===== config.mk =====
export PLATFORM = sky130hd
export DESIGN_NAME = triangle_sweep_ctrl_flat
export DESIGN_NICKNAME = d
export VERILOG_FILES = /design/src/rtl/triangle_sweep_ctrl_if.sv /design/src/rtl/triangle_sweep_ctrl.sv /design/src/flat_wrapper.sv
export SDC_FILE = /design/constraint.sdc
export NUM_CORES = 1
export LEC_CHECK = 0
export ABC_AREA = 1
export BUFFER_PORTS_ARGS = -buffer_cell sky130_fd_sc_hd__buf_2
export CORE_MARGIN = 8
export CORE_UTILIZATION = 30
export DETAILED_ROUTE_END_ITERATION = 6
export SETUP_SLACK_MARGIN = 0.05
export SLEW_MARGIN = 25
export SYNTH_ARGS = -nofsm -noshare
export SYNTH_HDL_FRONTEND = slang
export SYNTH_SLANG_ARGS = --single-unit

===== constraint.sdc =====
create_clock -name clk -period 4.6 [get_ports clk]
set_input_delay 0.46 -clock clk [delete_from_list [all_inputs] [get_ports clk]]
set_output_delay 0.46 -clock clk [all_outputs]
set_load 0.05 [all_outputs]

===== src/rtl/triangle_sweep_ctrl_if.sv =====
// Bus bundle for triangle_sweep_ctrl: config write port, start/stop
// commands and the sweep outputs. Optional pause input when PAUSE_EN
// is defined.
interface triangle_sweep_ctrl_if #(
  parameter int COUNTER_NOB = 11
);
  logic                   cfg_we;
  logic [1:0]             cfg_addr;
  logic [15:0]            cfg_wdata;
  logic                   cfg_err;
  logic                   start;
  logic                   stop;
  logic                   busy;
  logic                   done;
  logic                   peak;
  logic                   dir;
  logic [COUNTER_NOB-1:0] counter;
`ifdef PAUSE_EN
  logic                   pause;
`endif

  // Host / control side: issues writes and commands, observes the sweep.
  modport master (
    output cfg_we, cfg_addr, cfg_wdata, start, stop,
`ifdef PAUSE_EN
    output pause,
`endif
    input  cfg_err, busy, done, peak, dir, counter
  );

  // Controller side.
  modport slave (
    input  cfg_we, cfg_addr, cfg_wdata, start, stop,
`ifdef PAUSE_EN
    input  pause,
`endif
    output cfg_err, busy, done, peak, dir, counter
  );
endinterface


===== src/rtl/triangle_sweep_ctrl.sv =====
// Triangle up/down sweep controller with run-time config registers
// (LOW, HIGH, tick divider, cycle count) and an IDLE/RUN sequencer.
// Optional feature macro: PAUSE_EN (adds a pause input that freezes
// the sweep while in RUN).
module triangle_sweep_ctrl #(
  parameter int COUNTER_NOB = 11,
  parameter int DIV_NOB     = 16,
  parameter int CYCLES_NOB  = 8
) (
  input  logic                 clk,
  input  logic                 reset,
  triangle_sweep_ctrl_if.slave bus
);

  typedef enum logic [0:0] {
    IDLE = 1'b0,
    RUN  = 1'b1
  } state_t;

  localparam logic [COUNTER_NOB-1:0] LOW_RST    = '0;
  localparam logic [COUNTER_NOB-1:0] HIGH_RST   = COUNTER_NOB'(10);
  localparam logic [DIV_NOB-1:0]     DIV_RST    = '0;
  localparam logic [CYCLES_NOB-1:0]  CYCLES_RST = CYCLES_NOB'(1);

  state_t                 state_reg;
  logic [COUNTER_NOB-1:0] low_reg;
  logic [COUNTER_NOB-1:0] high_reg;
  logic [DIV_NOB-1:0]     div_reg;
  logic [CYCLES_NOB-1:0]  cycles_reg;
  logic [COUNTER_NOB-1:0] counter_reg;
  logic                   dir_reg;
  logic [DIV_NOB-1:0]     divider_reg;
  logic [CYCLES_NOB-1:0]  cycle_cnt_reg;
  logic                   done_reg;
  logic                   cfg_err_reg;

  logic                   hold;
  logic                   tick;
  logic                   cfg_valid;
  logic [COUNTER_NOB-1:0] counter_next;
  logic                   dir_next;
  logic                   lands_low;
  logic [CYCLES_NOB-1:0]  cycle_cnt_next;
  logic                   cycle_finish;

`ifdef PAUSE_EN
  assign hold = bus.pause;
`else
  assign hold = 1'b0;
`endif

  // A start is only accepted when the window is non-empty.
  assign cfg_valid = (low_reg < high_reg);

  // Divider expiry marks a sweep step.
  assign tick = (divider_reg == '0);

  // Next sweep position: turn around at either bound, never wrap.
  always_comb begin
    counter_next = counter_reg;
    dir_next     = dir_reg;
    if (dir_reg) begin
      if (counter_reg == high_reg) begin
        dir_next     = 1'b0;
        counter_next = counter_reg - 1'b1;
      end else begin
        counter_next = counter_reg + 1'b1;
      end
    end else begin
      if (counter_reg == low_reg) begin
        dir_next     = 1'b1;
        counter_next = counter_reg + 1'b1;
      end else begin
        counter_next = counter_reg - 1'b1;
      end
    end
  end

  // A cycle ends on any downward step that lands on LOW (this includes the
  // turnaround from HIGH when the window is only two values wide).
  assign lands_low      = !dir_next && (counter_next == low_reg);
  assign cycle_cnt_next = (cycle_cnt_reg == '1) ? cycle_cnt_reg
                                                : cycle_cnt_reg + 1'b1;
  assign cycle_finish   = lands_low && (cycles_reg != '0) &&
                          (cycle_cnt_next == cycles_reg);

  // Sequencer, config registers and sweep state in one clocked block.
  always_ff @(posedge clk) begin
    if (reset) begin
      state_reg     <= IDLE;
      low_reg       <= LOW_RST;
      high_reg      <= HIGH_RST;
      div_reg       <= DIV_RST;
      cycles_reg    <= CYCLES_RST;
      counter_reg   <= '0;
      dir_reg       <= 1'b1;
      divider_reg   <= '0;
      cycle_cnt_reg <= '0;
      done_reg      <= 1'b0;
      cfg_err_reg   <= 1'b0;
    end else begin
      done_reg    <= 1'b0;
      cfg_err_reg <= 1'b0;
      case (state_reg)
        IDLE: begin
          if (bus.cfg_we) begin
            case (bus.cfg_addr)
              2'd0: low_reg    <= bus.cfg_wdata[COUNTER_NOB-1:0];
              2'd1: high_reg   <= bus.cfg_wdata[COUNTER_NOB-1:0];
              2'd2: div_reg    <= bus.cfg_wdata[DIV_NOB-1:0];
              2'd3: cycles_reg <= bus.cfg_wdata[CYCLES_NOB-1:0];
            endcase
          end
          // Stop overrides start; a start against a bad window is flagged.
          if (bus.start && !bus.stop) begin
            if (cfg_valid) begin
              state_reg     <= RUN;
              counter_reg   <= low_reg;
              dir_reg       <= 1'b1;
              divider_reg   <= div_reg;
              cycle_cnt_reg <= '0;
            end else begin
              cfg_err_reg <= 1'b1;
            end
          end
        end
        RUN: begin
          // Config is locked while sweeping.
          if (bus.cfg_we) begin
            cfg_err_reg <= 1'b1;
          end
          if (bus.stop) begin
            // Abort: leave counter/dir where they are, no done.
            state_reg <= IDLE;
          end else if (!hold) begin
            if (tick) begin
              divider_reg <= div_reg;
              counter_reg <= counter_next;
              dir_reg     <= dir_next;
              if (lands_low) begin
                cycle_cnt_reg <= cycle_cnt_next;
              end
              if (cycle_finish) begin
                state_reg <= IDLE;
                done_reg  <= 1'b1;
              end
            end else begin
              divider_reg <= divider_reg - 1'b1;
            end
          end
        end
        default: state_reg <= IDLE;
      endcase
    end
  end

  assign bus.busy    = (state_reg == RUN);
  assign bus.peak    = (state_reg == RUN) && (counter_reg == high_reg);
  assign bus.counter = counter_reg;
  assign bus.dir     = dir_reg;
  assign bus.done    = done_reg;
  assign bus.cfg_err = cfg_err_reg;

endmodule


===== src/flat_wrapper.sv =====
// flat-port wrapper written by rule: the top's interface ports become plain ports
module triangle_sweep_ctrl_flat 
#(
  parameter int COUNTER_NOB = 11,
  parameter int DIV_NOB     = 16,
  parameter int CYCLES_NOB  = 8
)
  (clk, reset, bus_cfg_we, bus_cfg_addr, bus_cfg_wdata, bus_start, bus_stop, bus_cfg_err, bus_busy, bus_done, bus_peak, bus_dir, bus_counter);
  triangle_sweep_ctrl_if #(.COUNTER_NOB(COUNTER_NOB)) bus_i ();
  input  logic clk;
  input  logic reset;
  input wire logic [$bits(bus_i.cfg_we)-1:0] bus_cfg_we;
  input wire logic [$bits(bus_i.cfg_addr)-1:0] bus_cfg_addr;
  input wire logic [$bits(bus_i.cfg_wdata)-1:0] bus_cfg_wdata;
  input wire logic [$bits(bus_i.start)-1:0] bus_start;
  input wire logic [$bits(bus_i.stop)-1:0] bus_stop;
  output wire logic [$bits(bus_i.cfg_err)-1:0] bus_cfg_err;
  output wire logic [$bits(bus_i.busy)-1:0] bus_busy;
  output wire logic [$bits(bus_i.done)-1:0] bus_done;
  output wire logic [$bits(bus_i.peak)-1:0] bus_peak;
  output wire logic [$bits(bus_i.dir)-1:0] bus_dir;
  output wire logic [$bits(bus_i.counter)-1:0] bus_counter;
  assign bus_i.cfg_we = bus_cfg_we;
  assign bus_i.cfg_addr = bus_cfg_addr;
  assign bus_i.cfg_wdata = bus_cfg_wdata;
  assign bus_i.start = bus_start;
  assign bus_i.stop = bus_stop;
  assign bus_cfg_err = bus_i.cfg_err;
  assign bus_busy = bus_i.busy;
  assign bus_done = bus_i.done;
  assign bus_peak = bus_i.peak;
  assign bus_dir = bus_i.dir;
  assign bus_counter = bus_i.counter;
  triangle_sweep_ctrl #(.COUNTER_NOB(COUNTER_NOB), .DIV_NOB(DIV_NOB), .CYCLES_NOB(CYCLES_NOB)) u_core (.clk(clk), .reset(reset), .bus(bus_i));
endmodule

[Word level (Yosys, flattened, before mapping)]
Index checks and enable logic that the tools add are counted.
Operators by class
  equal/unequal tests: 13
  $add $sub $neg: 4
  $mul: 0
  div/mod/pow operators: 0
  muxes and demuxes: 39
  reduce and logical (&&, ||, !) cells: 18
  bitwise gates (word level): 2
  $lt $le $gt $ge: 1
  shifts and indexed selects: 0
Operators by type and width (count)
  11-bit 2-to-1 mux: 7
  16-bit 2-to-1 mux: 4
  8-bit 2-to-1 mux: 6
  11-bit == test: 3
  16-bit case mux with 2 select lines: 1
  11-bit case mux with 2 select lines: 1
  16-bit zero test: 1
  1-bit 2-to-1 mux: 16
  8-bit case mux with 2 select lines: 1
  16-bit by 1-bit subtractor with 16-bit output (second input constant): 1
  3-bit AND reduction: 5
  11-bit by 1-bit adder with 11-bit output (second input constant): 1
  11-bit less-than comparator: 1
  11-bit by 1-bit subtractor with 11-bit output (second input constant): 1
  8-bit by 1-bit adder with 8-bit output (second input constant): 1
  8-bit == test: 1
  8-bit == test (second input constant): 1
  8-bit nonzero test: 1
  2-bit inequality test (second input constant): 3
  1-bit case mux with 2 select lines: 3
  1-bit logical AND: 5
  5-bit AND reduction: 1
  2-bit == test (second input constant): 2
  2-bit by 1-bit inequality test with 1-bit output (second input constant): 2
  6 further kinds: 8
Storage, ports and cells
  output and inout bits: 16
  bits in read-only memories: 0
  RAM bits: 0
  bits in registers: 85
  memories kept: 0
  bits in latches: 0
  logic and storage cells: 88
  input port bits: 23

[Longest topological paths before layout]
Gate-level depths: netlist of the first run.
  depth after elaboration: 11
  gate-level depth with buffers: 21
  gate-level depth less buffers: 20

[Worst setup path after synthesis of the first run]
Ideal clock, no wire load.
  path kind: flip-flop to flip-flop
  start point: register u_core.counter_reg[3], in the netlist u_core.bus.counter[3]
  end point: register u_core.cycle_cnt_reg[7]
  path slack: 2.071 ns
  required time: 4.468 ns
  stages on the path, launching flop included: 20
  buffers on the path: 2
  arrival time: 2.397 ns
  cell sequence: dfxtp_1 > buf_4 > inv_2 > a21oi_2 > nand3_1 > nor2_1 > nand3_2 > nand2_4 > buf_6 > nand2_2 > nand2_1 > nor2_1 > nor2_1 > nand2_1 > nor2_2 > nand3_2 > nand2_4 > nand2_2 > nand2_1 > a21oi_1
Between the ends
  cells in the longest elaborated chain, start to end: 7
Ends and longest elaborated chain
  from (decl): line triangle_sweep_ctrl.sv:30  | logic [COUNTER_NOB-1:0] counter_reg;
  from (signal assigned): line triangle_sweep_ctrl.sv:118  | counter_reg <= low_reg;
  from (signal assigned): line triangle_sweep_ctrl.sv:138  | counter_reg <= counter_next;
  11-bit by 1-bit subtractor with 11-bit output, or another cell as far along: line triangle_sweep_ctrl.sv:65, triangle_sweep_ctrl.sv:74
  11-bit 2-to-1 mux, or another cell as far along: line triangle_sweep_ctrl.sv:70  | if (counter_reg == low_reg) begin
  11-bit 2-to-1 mux or 1-bit 2-to-1 mux (tied branches): line triangle_sweep_ctrl.sv:62  | if (dir_reg) begin
  11-bit == test or 1-bit zero test (tied branches): line triangle_sweep_ctrl.sv:81  | assign lands_low = !dir_next && (counter_next == low_reg);
  1-bit logical AND *: line triangle_sweep_ctrl.sv:81
  2-bit inequality test (no line) *
  5-bit AND reduction (no line) *
  to (signal assigned): line triangle_sweep_ctrl.sv:141  | cycle_cnt_reg <= cycle_cnt_next;
  to (decl): line triangle_sweep_ctrl.sv:33  | logic [CYCLES_NOB-1:0] cycle_cnt_reg;
Mark *: on every way between the ends. The rest lies on a longest branch, timed or not.
A chain may end at the register's enable or synchronous reset.

[Worst setup path after layout of the first run]
  start point: register u_core.high_reg[4]
  end point: register u_core.counter_reg[7], in the netlist u_core.bus.counter[7]
Between the ends
  cells in the longest elaborated chain, start to end: 6
Ends and longest elaborated chain
  from (decl): line triangle_sweep_ctrl.sv:27  | logic [COUNTER_NOB-1:0] high_reg;
  from (signal assigned): line triangle_sweep_ctrl.sv:109  | 2'd1: high_reg <= bus.cfg_wdata[COUNTER_NOB-1:0];
  parallel branches: the longest is 6 deep, another holds 11-bit less-than comparator
Parallel ways; which one is timed is not known. The select of a mux whose other input is x is not followed.

==> flow_metrics.tcl, run 1 <==
set metrics [dict create \
    rsz0062_at_grt "no" \
    place.gp.congestion 0.969 \
    cp_max_fo 22 \
    fmax_mhz 310 \
    cts_resized 0 \
    cts_tree "yes" \
    ys_async_sr_fraction 0 \
    cts_buffer_depth 2 \
    yosys.area.top_type "dfxtp_1" \
    cp.required_ps 4890 \
    period_needed_ps 3230 \
    grt_pass1_vias 5051 \
    ys_top_cells_by_area "dfxtp_1 31%, nand2_1 13%, o21ai_0 8.9%, nor2_1 6.5%, inv_1 6.2%" \
    crit_type "reg2reg" \
    p_int_uw 1470 \
    cp_data_arrival_time_ps 3520 \
    ys_seq_elements 85 \
    skew_ps 13.6 \
    synth_top_area_share 0.311 \
    cts.reportedPaths.clkPinSlew_ps 80 \
    nNetsFinal 908 \
    drc 0 \
    overflow 0 \
    register_area_sq_um 1700 \
    syn_inst 852 \
    ioPinCount 39 \
    ys_seq_area_frac 0.311 \
    clockPowerShare 0.330 \
    tightest_slew_ps 740 \
    crit_path_max_incr_delay_ps 530 \
    dp.cells 1088 \
    cp-end-kind "flop" \
    synth_flop_cell "dfxtp_1" \
    drv_slew 0 \
    fill_cells 1999 \
    seq_power_share 0.367 \
    drtIter0Drc 415 \
    synth_edf_count 0 \
    swShare 0.381 \
    cap_violations 0 \
    wl_um 16300 \
    wl_per_cell_um 14.8 \
    synth_fp_nets 890 \
    grtUsageMet1 0.195 \
    antenna_found_initial 0 \
    rows 49 \
    slew_headroom 0.506 \
    drtAntennaViolNets 0 \
    cp_cell_sequence "inv_1 -> ha_1 -> a21oi_1 -> o21ai_0 -> nand2_1 -> o2111ai_1 -> nor3_1 -> inv_1 -> nand2_1 -> inv_2 -> nor2_4 -> inv_2 -> a21oi_1 -> o21ai_0 -> inv_1" \
    dr.pass1.iters 5 \
    yosys-top-cells-count "196 x nand2_1, 97 x o21ai_0, 94 x nor2_1, 90 x inv_1, 85 x dfxtp_1" \
    use_met3 0.0299 \
    switching_power_uw 902 \
    cts_root_buf "clkbuf_16" \
    peakVddDrop_mv 0.205 \
    start_util 0.305 \
    finalSetupViolCount 0 \
    core-area_sq_um 17900 \
    die_x_um 151 \
    numCtsBuffers 9 \
    combPwrFrac 0.302 \
    crit_top_cell "inv_1" \
    die_y_um 151 \
    critPathLaunchType "flop" \
    vias 5519 \
    globalRouteMet2Util 0.232 \
    holdWs_ps 323 \
    syn_to_final_growth_pct 11.3 \
    cts_setup_buffers 0 \
    setup_tns_ps 0 \
    track_usage 0.146 \
    cts_htree_levels 3 \
    status "complete, no violations" \
    multiInputGateArea_sq_um 3170 \
    viasPerCell 5.00 \
    clock-sinks 85 \
    io_buffers 38 \
    busiest_layer "met2" \
    syn_avg_cell_area_sq_um 6.42 \
    timing.final.crit_share 0.702 \
    hold_buffers 0 \
    grt_max_degree 39 \
    postLayoutCoreUtil 0.340 \
    hold_violations 0 \
    drive_above_1_share 0.0994 \
    reg2reg_setup_slack_ps 1370 \
    clock_latency_ps 360 \
    leakagePower_uw 0.00274 \
    synthDistinctLibCells 39 \
    netlist_area_sq_um 5470 \
    grt_pass1_wl_um 26300 \
    dpl.hpwl_um 12400 \
    synth_warnings 0 \
    slowest_stage "nand2_1" \
    hp-class "in2reg" \
    die-area_sq_um 22800 \
    yosysMostFrequentCell "nand2_1" \
    diodes 0 \
    final-instance-count-excl-fill 1104 \
    power_density_nw_per_um2 389 \
]
==> routing by layer <==
layer  vias up  part of all wire  wire (um)
li1       2816                 -          -
met1      2513              0.47       7620
met2       164              0.45       7350
met3        26             0.064       1050
met4         0             0.018        288
met5         -                 0          0
==> critical path: cells and delay by family (launching register included) <==
family	cells	cell delay (ps)
AOI/OAI and AO/OA	5	710
buffers and inverters	5	690
DFF	1	360
adders and majority gates	1	320
and+or+nand+nor	4	1080
==> layout make-up <==
| type | instances | share of cell area |
|---|---|---|
| Multi-Input combinational cell | 629 | 0.521 |
| Tap cell | 229 | 0.0471 |
| Timing Repair Buffer | 42 | 0.0362 |
| Clock buffer | 10 | 0.0393 |
| Clock inverter | 6 | 0.0123 |
| Inverter | 103 | 0.0648 |
| Sequential cell | 85 | 0.280 |
==> kinds of logic after synthesis <==
kind of cell,count (synthesis),share of synthesized area
buffers and inverters,138,0.109
AO/OA/AOI/OAI,178,0.171
adder cells (fa/ha/maj),15,0.0343
XOR/XNOR,36,0.0590
AND/OR/NAND/NOR,400,0.315
flip-flops,85,0.311
==> path summary, 6_finish.rpt <==
check / endpoint / depth (start not counted) / from
setup reg to reg: u_core.bus.counter[7]$_SDFFE_PP0P_ / 15 / u_core.high_reg[4]$_SDFFE_PP0P_
hold reg to reg: u_core.div_reg[14]$_SDFFE_PP0P_ / 2 / u_core.div_reg[14]$_SDFFE_PP0P_
hold / removal: u_core.div_reg[13]$_SDFFE_PP0P_ / 3 / bus_cfg_wdata[13]
setup / recovery: u_core.bus.counter[7]$_SDFFE_PP0P_ / 15 / u_core.high_reg[4]$_SDFFE_PP0P_
==> power by group through the flow <==
| stage | Clock (uW) | Combinational, uW | Sequential [uW] |
|---|---|---|---|
| floorplan | 0 | 536 | 892 |
| global placement | 0 | 707 | 885 |
| detailed placement | 0 | 710 | 886 |
| CTS | 803 | 714 | 869 |
| global route | 825 | 807 | 878 |
| finish | 782 | 715 | 870 |
==> cells in the final DEF, fill, tap and decap left out, types with 20 or more instances in the layout <==
cell     synthesis  layout
o21ai_0         97      97
nand2_1        196     196
nand3_1         63      63
xor2_1          20      20
buf_2            3      38
inv_1           90      90
a21oi_1         61      61
nor2_1          94      94
dfxtp_1         85      85
==> stage by stage <==
step | instance area (sq um) | power, uW | worst slack, ps
2_1_floorplan | 5470 | 1430 | 2070
3_3_place_gp | 5770 | 1590 | 1400
3_5_place_dp | 5770 | 1600 | 1360
4_1_cts | 6090 | 2390 | 1350
5_1_grt | 6090 | 2510 | 1020
6_report | 6090 | 2370 | 1370
No activity file was read; power rests on OpenSTA's default activity.
==> run 2, diff against run 1 <==
==> constraint.sdc (replaced) <==
create_clock -name clk -period 3.34 [get_ports clk]
set_input_delay 0.334 -clock clk [delete_from_list [all_inputs] [get_ports clk]]
set_output_delay 0.334 -clock clk [all_outputs]
set_load 0.05 [all_outputs]
==> flow_metrics.tcl, run 2 (synthesized netlist as in run 1, its figures left out) <==
set metrics [dict create \
    cts_buffer_depth 2 \
    crit_type "reg2reg" \
    r2r-start "u_core.bus.counter[9]$_SDFFE_PP0P_" \
    numCtsBuffers 9 \
    power_density_nw_per_um2 520 \
    cts_setup_buffers 0 \
    cts_tree "yes" \
    drive_above_1_share 0.105 \
    dpl.hpwl_um 12500 \
    drv_slew 0 \
    critPathLaunchType "flop" \
    clock_latency_ps 340 \
    hp-start "bus_cfg_wdata[11]" \
    place.gp.congestion 0.908 \
    status "complete, no violations" \
    start_util 0.305 \
    vias 5451 \
    reg2reg_setup_slack_ps 350 \
    tightest_slew_ps 743 \
    finalSetupViolCount 0 \
    ff2ff_path_depth 19 \
    fmax_mhz 335 \
    mostFrequentLayoutCell "nand2_1" \
    holdWs_ps 207 \
    skew_ps 6.29 \
    cp-end-kind "flop" \
    grt_pass1_wl_um 26800 \
    crit_end "u_core.cycle_cnt_reg[6]$_SDFFE_PP0P_" \
    cts_root_buf "clkbuf_16" \
    core-area_sq_um 17900 \
    drtIter0Drc 528 \
    viasPerCell 4.92 \
    ioPinCount 39 \
    slew_headroom 0.504 \
    combPwrFrac 0.313 \
    io_buffers 38 \
    peakVddDrop_mv 0.291 \
    r2r-end "u_core.cycle_cnt_reg[6]$_SDFFE_PP0P_" \
    track_usage 0.149 \
    dpl_worst_slack_ps 347 \
    grt_pass1_vias 4993 \
    critPathLaunch "u_core.bus.counter[9]$_SDFFE_PP0P_" \
    hold_buffers 0 \
    timing.final.crit_share 0.895 \
    seq_power_share 0.378 \
    cp_data_arrival_time_ps 3210 \
    switching_power_uw 1200 \
    fill_cells 2001 \
    grt_max_degree 57 \
    die_y_um 151 \
    multiInputGateArea_sq_um 3170 \
    drc 0 \
    dr.pass1.iters 6 \
    syn_to_final_growth_pct 11.3 \
    wl_um 16500 \
    hp-class "in2reg" \
    swShare 0.379 \
    clock-sinks 85 \
    register_area_sq_um 1710 \
    clockPowerShare 0.309 \
    cts_htree_levels 3 \
    layout_common_cells "196 x nand2_1, 97 x o21ai_0, 94 x nor2_1" \
    rsz0062_at_grt "no" \
    diodes 0 \
    hold_violations 0 \
    setup_tns_ps 0 \
    period_needed_ps 2990 \
    cp_max_fo 15 \
    cts.reportedPaths.clkPinSlew_ps 70 \
    wl_per_cell_um 14.9 \
    antenna_found_initial 0 \
    die_x_um 151 \
    p_int_uw 1960 \
    cp.required_ps 3560 \
    die-area_sq_um 22800 \
    overflow 0 \
    cap_violations 0 \
    rows 49 \
    leakagePower_uw 0.00274 \
    drtAntennaViolNets 0 \
    nNetsFinal 911 \
    worst_slack_ps 351 \
]
run 2: power groups by stage:
stage / registers, uW / logic [uW] / clock network, uW
floorplan: 1230 / 739 / 0
global placement: 1220 / 983 / 0
detailed placement: 1220 / 986 / 0
CTS: 1190 / 992 / 1000
global route: 1210 / 1130 / 1050
finish: 1200 / 991 / 977
run 2: worst min-delay path by stage:
| stage | to | slack (ps) | cells past startpoint |
|---|---|---|---|
| 2_1_floorplan | u_core.div_reg[14]$_SDFFE_PP0P_ | 420 | 2 |
| 3_3_place_gp | u_core.div_reg[14]$_SDFFE_PP0P_ | 440 | 2 |
| 3_5_place_dp | u_core.div_reg[14]$_SDFFE_PP0P_ | 440 | 2 |
| 4_1_cts | u_core.div_reg[11]$_SDFFE_PP0P_ | 200 | 3 |
| 5_1_grt | u_core.div_reg[15]$_SDFFE_PP0P_ | 200 | 3 |
| 6_report | u_core.div_reg[11]$_SDFFE_PP0P_ | 210 | 3 |
run 2: what timing repair did:
item                       CTS  global route
setup endpoints to repair    0             8
resized for setup            0             4
hold endpoints to repair     0             0
run 2: layout make-up:
| cell class | instances | share of cell area |
|---|---|---|
| Clock buffer | 13 | 0.0428 |
| Sequential cell | 85 | 0.280 |
| Inverter | 103 | 0.0648 |
| Timing Repair Buffer | 45 | 0.0399 |
| Tap cell | 229 | 0.0471 |
| Multi-Input combinational cell | 629 | 0.521 |
| Clock inverter | 3 | 0.00432 |
run 2: metrics by stage:
stage	cell area, sq um	util	cells	total power, uW
2_1_floorplan	5470	-	852	1970
5_1_grt	6090	0.340	1107	3380
6_report	6090	0.340	1107	3160
3_5_place_dp	5790	0.324	1091	2200
4_1_cts	6080	0.340	1107	3190
3_3_place_gp	5790	0.324	1091	2200
run 2: worst max-delay path, cell delays in order (launching register included):
cell	delay, ps
dfxtp_1	550
nand2_1	90
nand2_1	90
nand2_1	50
nor2_1	240
nand3_2	170
nand2_2	250
nand2_4	190
inv_1	140
nand2_1	80
nand2_1	80
nand2_1	50
nand2_1	50
nand2_1	60
nor2_1	210
nand3_2	130
nand2_4	130
nand2_2	140
nand2_1	100
a21oi_1	60
run 2: layer usage:
| metal | global-route usage | routed length [um] |
|---|---|---|
| met2 | 0.235 | 7430 |
| met3 | 0.0302 | 891 |
| met4 | 0.0500 | 354 |
| met5 | 0 | 0 |
| met1 | 0.199 | 7820 |
